### config.mk
export PLATFORM = sky130hd
export DESIGN_NAME = freq_meter_flat
export DESIGN_NICKNAME = d
export VERILOG_FILES = /design/src/rtl/freq_meter_if.sv /design/src/rtl/freq_meter.sv /design/src/flat_wrapper.sv
export SDC_FILE = /design/constraint.sdc
export NUM_CORES = 1
export LEC_CHECK = 0
export CORE_UTILIZATION = 45
export CTS_CLUSTER_SIZE = 40
export DETAILED_ROUTE_END_ITERATION = 7
export GPL_ROUTABILITY_DRIVEN = 0
export MAX_ROUTING_LAYER = met4
export PLACE_DENSITY = 0.72
export REMOVE_ABC_BUFFERS = 1
export SETUP_SLACK_MARGIN = 0.4
export SLEW_MARGIN = 10
export SYNTH_ARGS = -nofsm -noshare
export SYNTH_HDL_FRONTEND = slang
export SYNTH_SLANG_ARGS = --single-unit
### constraint.sdc
create_clock -name clk -period 2.5 [get_ports clk]
set_input_delay 0.375 -clock clk [delete_from_list [all_inputs] [get_ports clk]]
set_output_delay 0.375 -clock clk [all_outputs]
set_load 0.05 [all_outputs]
### src/rtl/freq_meter_if.sv
// Signal and result bundle for freq_meter: the measured input and enable in,
// the per-window result and status out.
interface freq_meter_if #(
    parameter int CNT_WIDTH = 32
);
    logic                 i_sig;
    logic                 i_enable;
    logic [CNT_WIDTH-1:0] o_count;
    logic                 o_valid;
    logic                 o_overflow;
    logic                 o_nosig;
    logic                 o_busy;

    // master drives the measured signal and consumes results; slave is the meter
    modport master (
        output i_sig, i_enable,
        input  o_count, o_valid, o_overflow, o_nosig, o_busy
    );

    modport slave (
        input  i_sig, i_enable,
        output o_count, o_valid, o_overflow, o_nosig, o_busy
    );
endinterface

### src/rtl/freq_meter.sv
// Gated frequency meter: counts rising edges of an asynchronous input over a
// GATE_CYCLES window that starts on an input edge, one result strobe per window.
module freq_meter #(
    parameter int GATE_CYCLES = 50000000,
    parameter int CNT_WIDTH   = 32,
    parameter int GATE_WIDTH  = 26,
    parameter int SYNC_STAGES = 2
) (
    input  logic        clk,
    input  logic        rst_n,
    freq_meter_if.slave bus
);

    typedef enum logic [1:0] {
        IDLE,
        ARM,
        GATE,
        DONE
    } state_t;

    localparam logic [GATE_WIDTH-1:0] GATE_LAST = GATE_WIDTH'(GATE_CYCLES - 1);
    localparam logic [CNT_WIDTH-1:0]  CNT_MAX   = '1;

    state_t                 state;
    state_t                 state_nxt;
    logic [SYNC_STAGES-1:0] sync_q;
    logic                   sig_dly;
    logic                   sig_edge;
    logic [GATE_WIDTH-1:0]  gate_cnt;
    logic [CNT_WIDTH-1:0]   edge_cnt;
    logic                   ovf_flag;

    logic                   gate_end;
    logic                   clr_gate;
    logic                   start_win;
    logic                   publish;
    logic                   timeout;
    logic                   cnt_hit;
    logic [CNT_WIDTH-1:0]   cnt_nxt;
    logic                   ovf_nxt;

    // NOTE: sequential state uses non-blocking assignments so every flop samples
    // pre-edge values; blocking here would collapse the synchronizer chain.
    always_ff @(posedge clk or negedge rst_n) begin
        if (!rst_n) begin
            sync_q  <= '0;
            sig_dly <= 1'b0;
        end else begin
            sync_q  <= {sync_q[SYNC_STAGES-2:0], bus.i_sig};
            sig_dly <= sync_q[SYNC_STAGES-1];
        end
    end

    assign sig_edge = sync_q[SYNC_STAGES-1] & ~sig_dly;
    assign gate_end = (gate_cnt == GATE_LAST);

    always_ff @(posedge clk or negedge rst_n) begin
        if (!rst_n) begin
            state <= IDLE;
        end else begin
            state <= state_nxt;
        end
    end

    // NOTE: every output of this block gets a default first so no path leaves
    // a signal unassigned, which would infer a latch.
    always_comb begin
        state_nxt = state;
        clr_gate  = 1'b0;
        start_win = 1'b0;
        publish   = 1'b0;
        timeout   = 1'b0;
        case (state)
            IDLE: begin
                if (bus.i_enable) begin
                    state_nxt = ARM;
                    clr_gate  = 1'b1;
                end
            end
            ARM: begin
                if (!bus.i_enable) begin
                    state_nxt = IDLE;
                end else if (sig_edge) begin
                    state_nxt = GATE;
                    start_win = 1'b1;
                end else if (gate_end) begin
                    state_nxt = DONE;
                    publish   = 1'b1;
                    timeout   = 1'b1;
                end
            end
            GATE: begin
                if (!bus.i_enable) begin
                    state_nxt = IDLE;
                end else if (gate_end) begin
                    state_nxt = DONE;
                    publish   = 1'b1;
                end
            end
            DONE: begin
                // an edge seen in this cycle is deliberately dropped
                if (bus.i_enable) begin
                    state_nxt = ARM;
                    clr_gate  = 1'b1;
                end else begin
                    state_nxt = IDLE;
                end
            end
            default: state_nxt = IDLE;
        endcase
    end

    // Saturating edge count including an edge in the current gate cycle, so the
    // published result covers the final cycle of the window.
    always_comb begin
        cnt_hit = (state == GATE) && sig_edge;
        cnt_nxt = edge_cnt;
        ovf_nxt = ovf_flag;
        if (cnt_hit) begin
            if (edge_cnt == CNT_MAX) begin
                ovf_nxt = 1'b1;
            end else begin
                cnt_nxt = edge_cnt + 1'b1;
            end
        end
    end

    always_ff @(posedge clk or negedge rst_n) begin
        if (!rst_n) begin
            gate_cnt <= '0;
            edge_cnt <= '0;
            ovf_flag <= 1'b0;
        end else begin
            if (clr_gate || start_win) begin
                gate_cnt <= '0;
            end else if (state == ARM || state == GATE) begin
                gate_cnt <= gate_cnt + 1'b1;
            end

            if (start_win) begin
                edge_cnt <= '0;
                ovf_flag <= 1'b0;
            end else begin
                edge_cnt <= cnt_nxt;
                ovf_flag <= ovf_nxt;
            end
        end
    end

    // Results land on the transition into DONE, so o_valid is high exactly
    // during the DONE cycle with the new values already visible.
    always_ff @(posedge clk or negedge rst_n) begin
        if (!rst_n) begin
            bus.o_count    <= '0;
            bus.o_overflow <= 1'b0;
            bus.o_nosig    <= 1'b0;
            bus.o_valid    <= 1'b0;
        end else begin
            bus.o_valid <= publish;
            if (publish) begin
                bus.o_count    <= timeout ? '0 : cnt_nxt;
                bus.o_overflow <= timeout ? 1'b0 : ovf_nxt;
                bus.o_nosig    <= timeout;
            end
        end
    end

    assign bus.o_busy = (state == ARM) || (state == GATE);

endmodule
### src/flat_wrapper.sv
// flat-port wrapper written by rule: the top's interface ports become plain ports
module freq_meter_flat 
#(
    parameter int GATE_CYCLES = 50000000,
    parameter int CNT_WIDTH   = 32,
    parameter int GATE_WIDTH  = 26,
    parameter int SYNC_STAGES = 2
)
  (clk, rst_n, bus_i_sig, bus_i_enable, bus_o_count, bus_o_valid, bus_o_overflow, bus_o_nosig, bus_o_busy);
  freq_meter_if #(.CNT_WIDTH(CNT_WIDTH)) bus_i ();
  input  logic clk;
  input  logic rst_n;
  input wire logic [$bits(bus_i.i_sig)-1:0] bus_i_sig;
  input wire logic [$bits(bus_i.i_enable)-1:0] bus_i_enable;
  output wire logic [$bits(bus_i.o_count)-1:0] bus_o_count;
  output wire logic [$bits(bus_i.o_valid)-1:0] bus_o_valid;
  output wire logic [$bits(bus_i.o_overflow)-1:0] bus_o_overflow;
  output wire logic [$bits(bus_i.o_nosig)-1:0] bus_o_nosig;
  output wire logic [$bits(bus_i.o_busy)-1:0] bus_o_busy;
  assign bus_i.i_sig = bus_i_sig;
  assign bus_i.i_enable = bus_i_enable;
  assign bus_o_count = bus_i.o_count;
  assign bus_o_valid = bus_i.o_valid;
  assign bus_o_overflow = bus_i.o_overflow;
  assign bus_o_nosig = bus_i.o_nosig;
  assign bus_o_busy = bus_i.o_busy;
  freq_meter #(.GATE_CYCLES(GATE_CYCLES), .CNT_WIDTH(CNT_WIDTH), .GATE_WIDTH(GATE_WIDTH), .SYNC_STAGES(SYNC_STAGES)) u_core (.clk(clk), .rst_n(rst_n), .bus(bus_i));
endmodule
==> out/results.md, run 1 <==
| Item | This run | Unit |
| --- | --- | --- |
| Outcome | completed | - |
| Average cell area after synthesis | 9.78 | sq um |
| Overflow left after global routing | 0 | - |
| Cell Count Post-Placement | 652 | - |
| Synth Instances | 481 | - |
| DP Worst Slack | 0.0734 | ns |
| Final number of max-transition violations | 0 | - |
| Number of port buffers | 39 | - |
| Clk pwr share | 0.313 | - |
| Flop pwr share | 0.494 | - |
| Die X-Extent | 104 | microns |
| Growth of design area from synthesis to finish | 24.1 | % |
| Global-route wire length before repair | 17900 | microns |
| Max VDD drop | 402 | uV |
| Classification of the worst-slack hold path | reg -> reg | - |
| Start point of the worst min-delay path | u_core.sync_q[0] | - |
| Total track usage | 0.210 | - |
| Overall power | 3790 | uW |
| Internal power summed over all cells | 2660 | uW |
| Total of fill cells in the finished design | 827 | - |
| CP startpoint kind | flop | - |
| Number of DRC violations after detailed-routing iteration 0 | 157 | - |
| Most common cell after layout, fill and taps aside | sky130_fd_sc_hd__dfrtp_1 | - |
| Register clock-pin slew on the reported worst setup and hold paths | 0.10 | ns |
| Clock tree from TritonCTS | built | - |
| Sequential share of the synthesized area | 0.527 | - |
| Share of layout cells above drive strength 1 | 0.169 | - |
| Period Utilization, post-route | 0.851 | - |
| Max Cap Viol | 0 | - |
| Post-detailed-placement cell area | 5310 | sq um |
| Max Freq | 470 | MHz |
| Synth unique cells | 52 | - |
| Number of hold violations in the final report | 0 | - |
| Combined area of all synthesized cells | 4700 | sq um |
| Number of buffers on the longest clock path | 2 | - |
| Maximum number of pins on one net before global-route repair | 51 | - |
| Clock latency at the later pin of the worst-skew pair | 0.38 | ns |
| Predominant post-synthesis flop cell | sky130_fd_sc_hd__dfrtp_1 | - |
| Launching element of the worst setup path | u_core.state[0] | - |
| Leakage power figure | 0.00247 | uW |
| I/O Pins | 40 | - |
| Final setup violation count | 0 | - |
| CP endpoint kind | flop | - |
| Ant. Diodes | 0 | - |
| ANT nets after route | 0 | - |
| Async set-reset flop share out of synthesis | 1.00 | - |
| P_sw | 1140 | uW |
| Placeable core region | 9950 | sq um |
| Layout Skew | 0.0206 | ns |
| Post-Layout Inst Area | 5840 | sq um |
| Via/cell ratio | 5.44 | - |
| Register bit count reported by yosys | 99 | - |
| Slew at the pin closest to its max-slew limit | 0.497 | ns |
| Endpoint required time on the critical path | 2.77 | ns |
| WP data arrival | 2.40 | ns |
| Starting density of the core | 0.473 | - |
| Cell row count | 36 | - |
| Critical path fanouts, max | 8 | - |
| Clock Tree Root | sky130_fd_sc_hd__clkbuf_8 | - |
| Wire per inst | 15.3 | microns |
| Number of clock sinks seen by CTS | 99 | - |
| Number of optimization iterations in the first detailed-route pass | 5 | - |
| Startpoint of the worst register-to-register path | u_core.state[0] | - |
| Vias | 3686 | - |
| Total die area | 10900 | sq um |
| Top library cells by usage in the layout, fill and taps aside | 97 x sky130_fd_sc_hd__dfrtp_1, 73 x sky130_fd_sc_hd__nor2_1, 71 x sky130_fd_sc_hd__nand2_1, 37 x sky130_fd_sc_hd__clkdlybuf4s50_1, 32 x sky130_fd_sc_hd__o21ai_1 | - |
| Die outline height | 104 | microns |
| Net count of the finished layout | 550 | - |
| Number of buffers added by the clock tree synthesis step | 9 | - |
| Post-synth EDFFs | 0 | - |
| Switching power share of the total | 0.300 | - |
| Part of the total power dissipated in combinational logic | 0.193 | - |
| Cell area power density | 649 | nW/um^2 |
| Count of placed standard cells in the final layout, fillers left out | 677 | - |
| Initial antenna violation count | 0 | - |
| Setup repair after global routing missed its margin | yes | - |
| Setup WS post-layout | 0.372 | ns |
| Deepest level of the CTS H-tree | 3 | - |
| Syn. warnings | 0 | - |
| CP Class | reg -> reg | - |
| Aggregate routed wire length | 10300 | microns |
| DPL Wire Length | 6960 | microns |
| DRC Markers | 0 | - |
| Rel. slew slack | 0.664 | - |
| Vias in the first global route | 3706 | - |
| Post-layout minimum cycle time | 2.13 | ns |
==> final timing paths <==
kind	slack, ns	endpoint	depth (start not counted)
setup / recovery	0.37	u_core.bus.o_count[27]	9
max in group asynchronous	1.40	u_core.state[1]	3
min in group asynchronous	0.41	u_core.gate_cnt[3]	2
setup reg to reg	0.37	u_core.bus.o_count[27]	9
hold / removal	0.35	u_core.sync_q[1]	0
hold reg to reg	0.35	u_core.sync_q[1]	0
==> flip-flops by register name, summed over array words and instances, names as in the netlist <==
| register | flops |
|---|---|
| u_core.bus.o_count | 32 |
| u_core.edge_cnt | 32 |
| u_core.gate_cnt | 26 |
| u_core.state | 2 |
| u_core.sync_q | 2 |
| u_core.bus.o_nosig | 1 |
| u_core.bus.o_overflow | 1 |
| u_core.bus.o_valid | 1 |
| u_core.ovf_flag | 1 |
| u_core.sig_dly | 1 |
==> routing by layer <==
| metal | part of all wire | track usage | vias up | routed length, microns |
|---|---|---|---|---|
| li1 | - | - | 1780 | - |
| met1 | 0.47 | 0.280 | 1822 | 4870 |
| met2 | 0.47 | 0.319 | 74 | 4910 |
| met3 | 0.038 | 0.0445 | 10 | 392 |
| met4 | 0.016 | 0.0714 | 0 | 164 |
| met5 | 0 | - | - | 0 |
==> kinds of logic after synthesis <==
group | share of synthesized area
muxes | 0.00426
buffers and inverters | 0.0231
adders and majority gates | 0.0186
xor gates and xnor gates | 0.0801
DFF | 0.527
AOI/OAI and AO/OA | 0.0878
and+or+nand+nor | 0.260
==> Yosys cell counts (3+ instances only) <==
cell type,count,area share
sky130_fd_sc_hd__a21oi_1,6,0.0064
sky130_fd_sc_hd__a31oi_1,4,0.0053
sky130_fd_sc_hd__and2_1,3,0.0040
sky130_fd_sc_hd__and3_1,8,0.011
sky130_fd_sc_hd__and4_1,6,0.011
sky130_fd_sc_hd__buf_2,3,0.0032
sky130_fd_sc_hd__buf_6,3,0.0072
sky130_fd_sc_hd__clkbuf_1,13,0.010
sky130_fd_sc_hd__dfrtp_1,99,0.53
sky130_fd_sc_hd__ha_1,7,0.019
sky130_fd_sc_hd__inv_1,3,0.0024
sky130_fd_sc_hd__nand2_1,71,0.057
sky130_fd_sc_hd__nand2b_1,3,0.0040
sky130_fd_sc_hd__nand3_1,13,0.014
sky130_fd_sc_hd__nand4_1,14,0.019
sky130_fd_sc_hd__nor2_1,74,0.059
sky130_fd_sc_hd__nor3_1,13,0.014
sky130_fd_sc_hd__nor4_1,3,0.0040
sky130_fd_sc_hd__nor4_2,5,0.013
sky130_fd_sc_hd__o211ai_1,3,0.0048
sky130_fd_sc_hd__o21ai_0,14,0.015
sky130_fd_sc_hd__o21ai_1,32,0.034
sky130_fd_sc_hd__or2_2,3,0.0040
sky130_fd_sc_hd__xnor2_1,25,0.047
sky130_fd_sc_hd__xor2_1,18,0.034
==> critical path, stage by stage (launching register included) <==
cell and delay, ns:
sky130_fd_sc_hd__dfrtp_1 0.41, sky130_fd_sc_hd__inv_2 0.09, sky130_fd_sc_hd__ha_4 0.15, sky130_fd_sc_hd__nand3b_4 0.08, sky130_fd_sc_hd__or3_4 0.38, sky130_fd_sc_hd__or2_4 0.31, sky130_fd_sc_hd__buf_6 0.17, sky130_fd_sc_hd__nor3_2 0.18
sky130_fd_sc_hd__xnor2_1 0.16, sky130_fd_sc_hd__o21ai_1 0.10
==> power groups by stage <==
stage	Sequential (uW)	Combinational (uW)	Clock, uW
after floorplan	1870	430	0
after global placement	1890	643	0
after detailed placement	1900	664	0
after CTS	1870	690	1200
after global routing	1900	814	1270
final	1870	732	1190
==> final cells by class <==
cell class | count | area [sq um] | share of cell area
flip-flops and latches | 99 | 2480 | 0.425
inverters | 3 | 11.3 | 0.00193
repair buffers | 66 | 622 | 0.106
clock buffers | 11 | 151 | 0.0259
multi-input cells | 360 | 2330 | 0.398
clock inverters | 5 | 82.6 | 0.0141
well taps | 133 | 166 | 0.0285
==> repair_timing <==
| item | CTS | global route |
|---|---|---|
| hold buffers | 1 | 0 |
| endpoints found under the hold margin | 17 | 0 |
| setup buffers | 6 | 2 |
| pin swaps | 10 | 8 |
| resized for setup | 21 | 24 |
| setup endpoints to repair | 60 | 64 |
==> metrics by stage <==
step	hold slack, ns	TNS (ns)	utilization
4_1_cts	0.352	0	0.573
5_1_grt	0.363	0	0.587
2_1_floorplan	0.0794	-0.510	-
3_5_place_dp	0.268	0	0.533
3_3_place_gp	0.265	0	0.533
6_report	0.349	0	0.587
Power figures use the tool's default switching activity.
==> run 2: changes to the inputs <==
--- a/config.mk
+++ b/config.mk
@@ -5,12 +5,12 @@
 export SDC_FILE = /design/constraint.sdc
 export NUM_CORES = 1
 export LEC_CHECK = 0
-export CORE_UTILIZATION = 45
+export CORE_UTILIZATION = 41
 export CTS_CLUSTER_SIZE = 40
 export DETAILED_ROUTE_END_ITERATION = 7
 export GPL_ROUTABILITY_DRIVEN = 0
 export MAX_ROUTING_LAYER = met4
-export PLACE_DENSITY = 0.72
+export PLACE_DENSITY = 0.67
 export REMOVE_ABC_BUFFERS = 1
 export SETUP_SLACK_MARGIN = 0.4
 export SLEW_MARGIN = 10
==> run 2 against run 1 <==
Against the previous run: sequential power barely moved; routed wire length up 1.1%; total power rose by 6.0%; highest routed layer unchanged; largest cell class unchanged.
==> out/results.md, run 2 (synthesis gave the netlist of run 1 again) <==
| Item | This run | Unit | Change |
| --- | --- | --- | --- |
| Number of clock sinks seen by CTS | 99 | - | unchanged |
| CP endpoint kind | flop | - |  |
| ANT nets after route | 0 | - | unchanged |
| Destination of the worst register-to-register timing path | u_core.bus.o_overflow | - |  |
| Number of DRC violations after detailed-routing iteration 0 | 139 | - | -11% |
| Deepest level of the CTS H-tree | 3 | - | unchanged |
| Die outline height | 109 | microns | +4.7% |
| Vias in the first global route | 3720 | - | +0.38% |
| Overflow left after global routing | 0 | - | unchanged |
| Max Cap Viol | 0 | - | unchanged |
| Global-route wire length before repair | 17900 | microns | -0.15% |
| Number of port buffers | 39 | - | unchanged |
| Rel. slew slack | 0.594 | - | -0.0706 |
| Slew at the pin closest to its max-slew limit | 0.610 | ns | +0.112 ns |
| Max VDD drop | 555 | uV | +38% |
| Max Freq | 472 | MHz | +0.41% |
| Period Utilization, post-route | 0.848 | - | -0.00350 |
| Sequential standard cell area | 2480 | sq um | about the same |
| Clock latency at the later pin of the worst-skew pair | 0.35 | ns | -0.03 ns |
| Leakage power figure | 0.00249 | uW | +0.76% |
| Footprint of the multi-input gates | 2310 | sq um | -0.81% |
| Endpoint required time on the critical path | 2.76 | ns | about the same |
| Growth of design area from synthesis to finish | 25.9 | % |  |
| Final setup violation count | 0 | - | unchanged |
| Setup repair after global routing missed its margin | yes | - |  |
| Net count of the finished layout | 552 | - | +0.36% |
| Cell area power density | 679 | nW/um^2 | +4.5% |
| Clock Tree Root | sky130_fd_sc_hd__clkbuf_16 | - |  |
| Maximum number of pins on one net before global-route repair | 53 | - | +3.9% |
| Share of layout cells above drive strength 1 | 0.165 | - | -0.00398 |
| Number of buffers on the longest clock path | 2 | - | unchanged |
| Number of hold violations in the final report | 0 | - | unchanged |
| Cell row count | 38 | - | +5.6% |
| Aggregate routed wire length | 10500 | microns | +1.1% |
| CP Class | reg -> reg | - |  |
| Placeable core region | 11000 | sq um | +11% |
| DPL Wire Length | 7080 | microns | +1.7% |
| Post-layout minimum cycle time | 2.12 | ns | -0.00876 ns |
| Layout Skew | 0.00928 | ns | -0.0113 ns |
| Outcome | completed | - |  |
| Classification of the worst-slack hold path | in -> async | - |  |
| Via/cell ratio | 5.40 | - | -0.79% |
| Wire per inst | 15.3 | microns | about the same |
| Worst hold slack | 0.0300 | ns | -0.319 ns |
| Initial antenna violation count | 0 | - | unchanged |
| Startpoint of the worst register-to-register path | u_core.gate_cnt[16] | - |  |
| Vias | 3700 | - | +0.38% |
| Final number of max-transition violations | 0 | - | unchanged |
| Post-CTS Hold Fix Bufs | 0 | - | -1 |
| Ant. Diodes | 0 | - | unchanged |
| Register-to-Register Setup Slack | 0.38 | ns | about the same |
| Number of optimization iterations in the first detailed-route pass | 5 | - | unchanged |
| Total die area | 11900 | sq um | +9.6% |
| DRC Markers | 0 | - | unchanged |
| Clock tree from TritonCTS | built | - |  |
| Post-detailed-placement cell area | 5310 | sq um | about the same |
| Top Registers | u_core.bus.o_count (32), u_core.edge_cnt (32), u_core.gate_cnt (26) | - |  |
| WP data arrival | 2.38 | ns | -0.02 ns |
| Total of fill cells in the finished design | 975 | - | +18% |
| Starting density of the core | 0.426 | - | -0.0461 |
| Die X-Extent | 109 | microns | +4.7% |
| Most common cell after layout, fill and taps aside | sky130_fd_sc_hd__dfrtp_1 | - |  |
| Depth of the worst register-to-register path | 6 | - | -3 |
| Post-Layout Inst Area | 5920 | sq um | +1.4% |
| Overall power | 4020 | uW | +6.0% |
| Total track usage | 0.201 | - | -0.00866 |
| Register clock-pin slew on the reported worst setup and hold paths | 0.06 | ns | -0.04 ns |
| I/O Pins | 40 | - | unchanged |
| Critical path fanouts, max | 22 | - | +14 |
| Number of buffers added by the clock tree synthesis step | 9 | - | unchanged |
| CP startpoint kind | flop | - |  |
| Top library cells by usage in the layout, fill and taps aside | 96 x sky130_fd_sc_hd__dfrtp_1, 72 x sky130_fd_sc_hd__nor2_1, 71 x sky130_fd_sc_hd__nand2_1, 37 x sky130_fd_sc_hd__clkdlybuf4s50_1, 32 x sky130_fd_sc_hd__o21ai_1 | - |  |
==> run 2: cell types whose count changed in the layout (fill, tap and decap cells not counted), sizes merged <==
| cell | delta |
|---|---|
| buf | +3 |
| bufinv | -1 |
| clkbuf | +1 |
| clkinv | -2 |
| clkinvlp | +1 |
| dlygate4sd3 | -1 |
==> run 2: worst max-delay path: stages (launching register included) <==
cell,delay [ns]
sky130_fd_sc_hd__dfrtp_2,0.42
sky130_fd_sc_hd__or4b_4,0.56
sky130_fd_sc_hd__nor3_4,0.16
sky130_fd_sc_hd__nand4_1,0.16
sky130_fd_sc_hd__a311o_1,0.38
sky130_fd_sc_hd__buf_12,0.19
sky130_fd_sc_hd__o21ai_0,0.16
==> run 2: layout make-up <==
class,count,area share
Sequential cell,99,0.419
Clock inverter,3,0.00782
Clock buffer,12,0.0433
Tap cell,140,0.0296
Multi-Input combinational cell,360,0.390
Timing Repair Buffer,68,0.109
Inverter,3,0.00190
==> run 2: through the flow <==
step,setup WS (ns),util,setup TNS [ns],instances
finish,0.381,0.537,0,685
CTS,0.365,0.527,0,681
global route,0.296,0.537,0,685
global placement,0.102,0.481,0,658
floorplan,-0.151,-,-0.510,462
detailed placement,0.0227,0.481,0,658
==> run 2: layer usage <==
| metal | track usage | wire length [microns] | vias to the layer above |
|---|---|---|---|
| met1 | 0.253 | 4940 | 1852 |
| met3 | 0.0406 | 336 | 14 |
| li1 | - | - | 1783 |
| met2 | 0.320 | 5010 | 51 |
| met5 | - | 0 | - |
| met4 | 0.0753 | 175 | 0 |
==> run 2: report_power, final <==
group / total, uW / internal (uW) / switching [uW]
combinational: 719 / 300 / 419
clock: 1430 / 829 / 596
sequential: 1870 / 1730 / 142
total: 4020 / 2860 / 1160
==> run 2: timing repair <==
action / CTS / global route
endpoints found under the setup margin: 64 / 66
buffers inserted: 8 / 4
resized for setup: 30 / 15
pin swaps: 16 / 9
==> run 2: worst max-delay path by stage <==
stage	start	to	slack, ns	depth (start not counted)
after floorplan	u_core.state[1]	u_core.gate_cnt[22]	-0.15	8
final	u_core.gate_cnt[16]	u_core.bus.o_overflow	0.38	6
after global placement	u_core.state[0]	u_core.bus.o_count[29]	0.10	9
after CTS	u_core.edge_cnt[11]	u_core.bus.o_count[29]	0.37	6
after global routing	u_core.gate_cnt[16]	u_core.bus.o_overflow	0.30	6
after detailed placement	u_core.state[0]	u_core.bus.o_count[29]	0.02	9
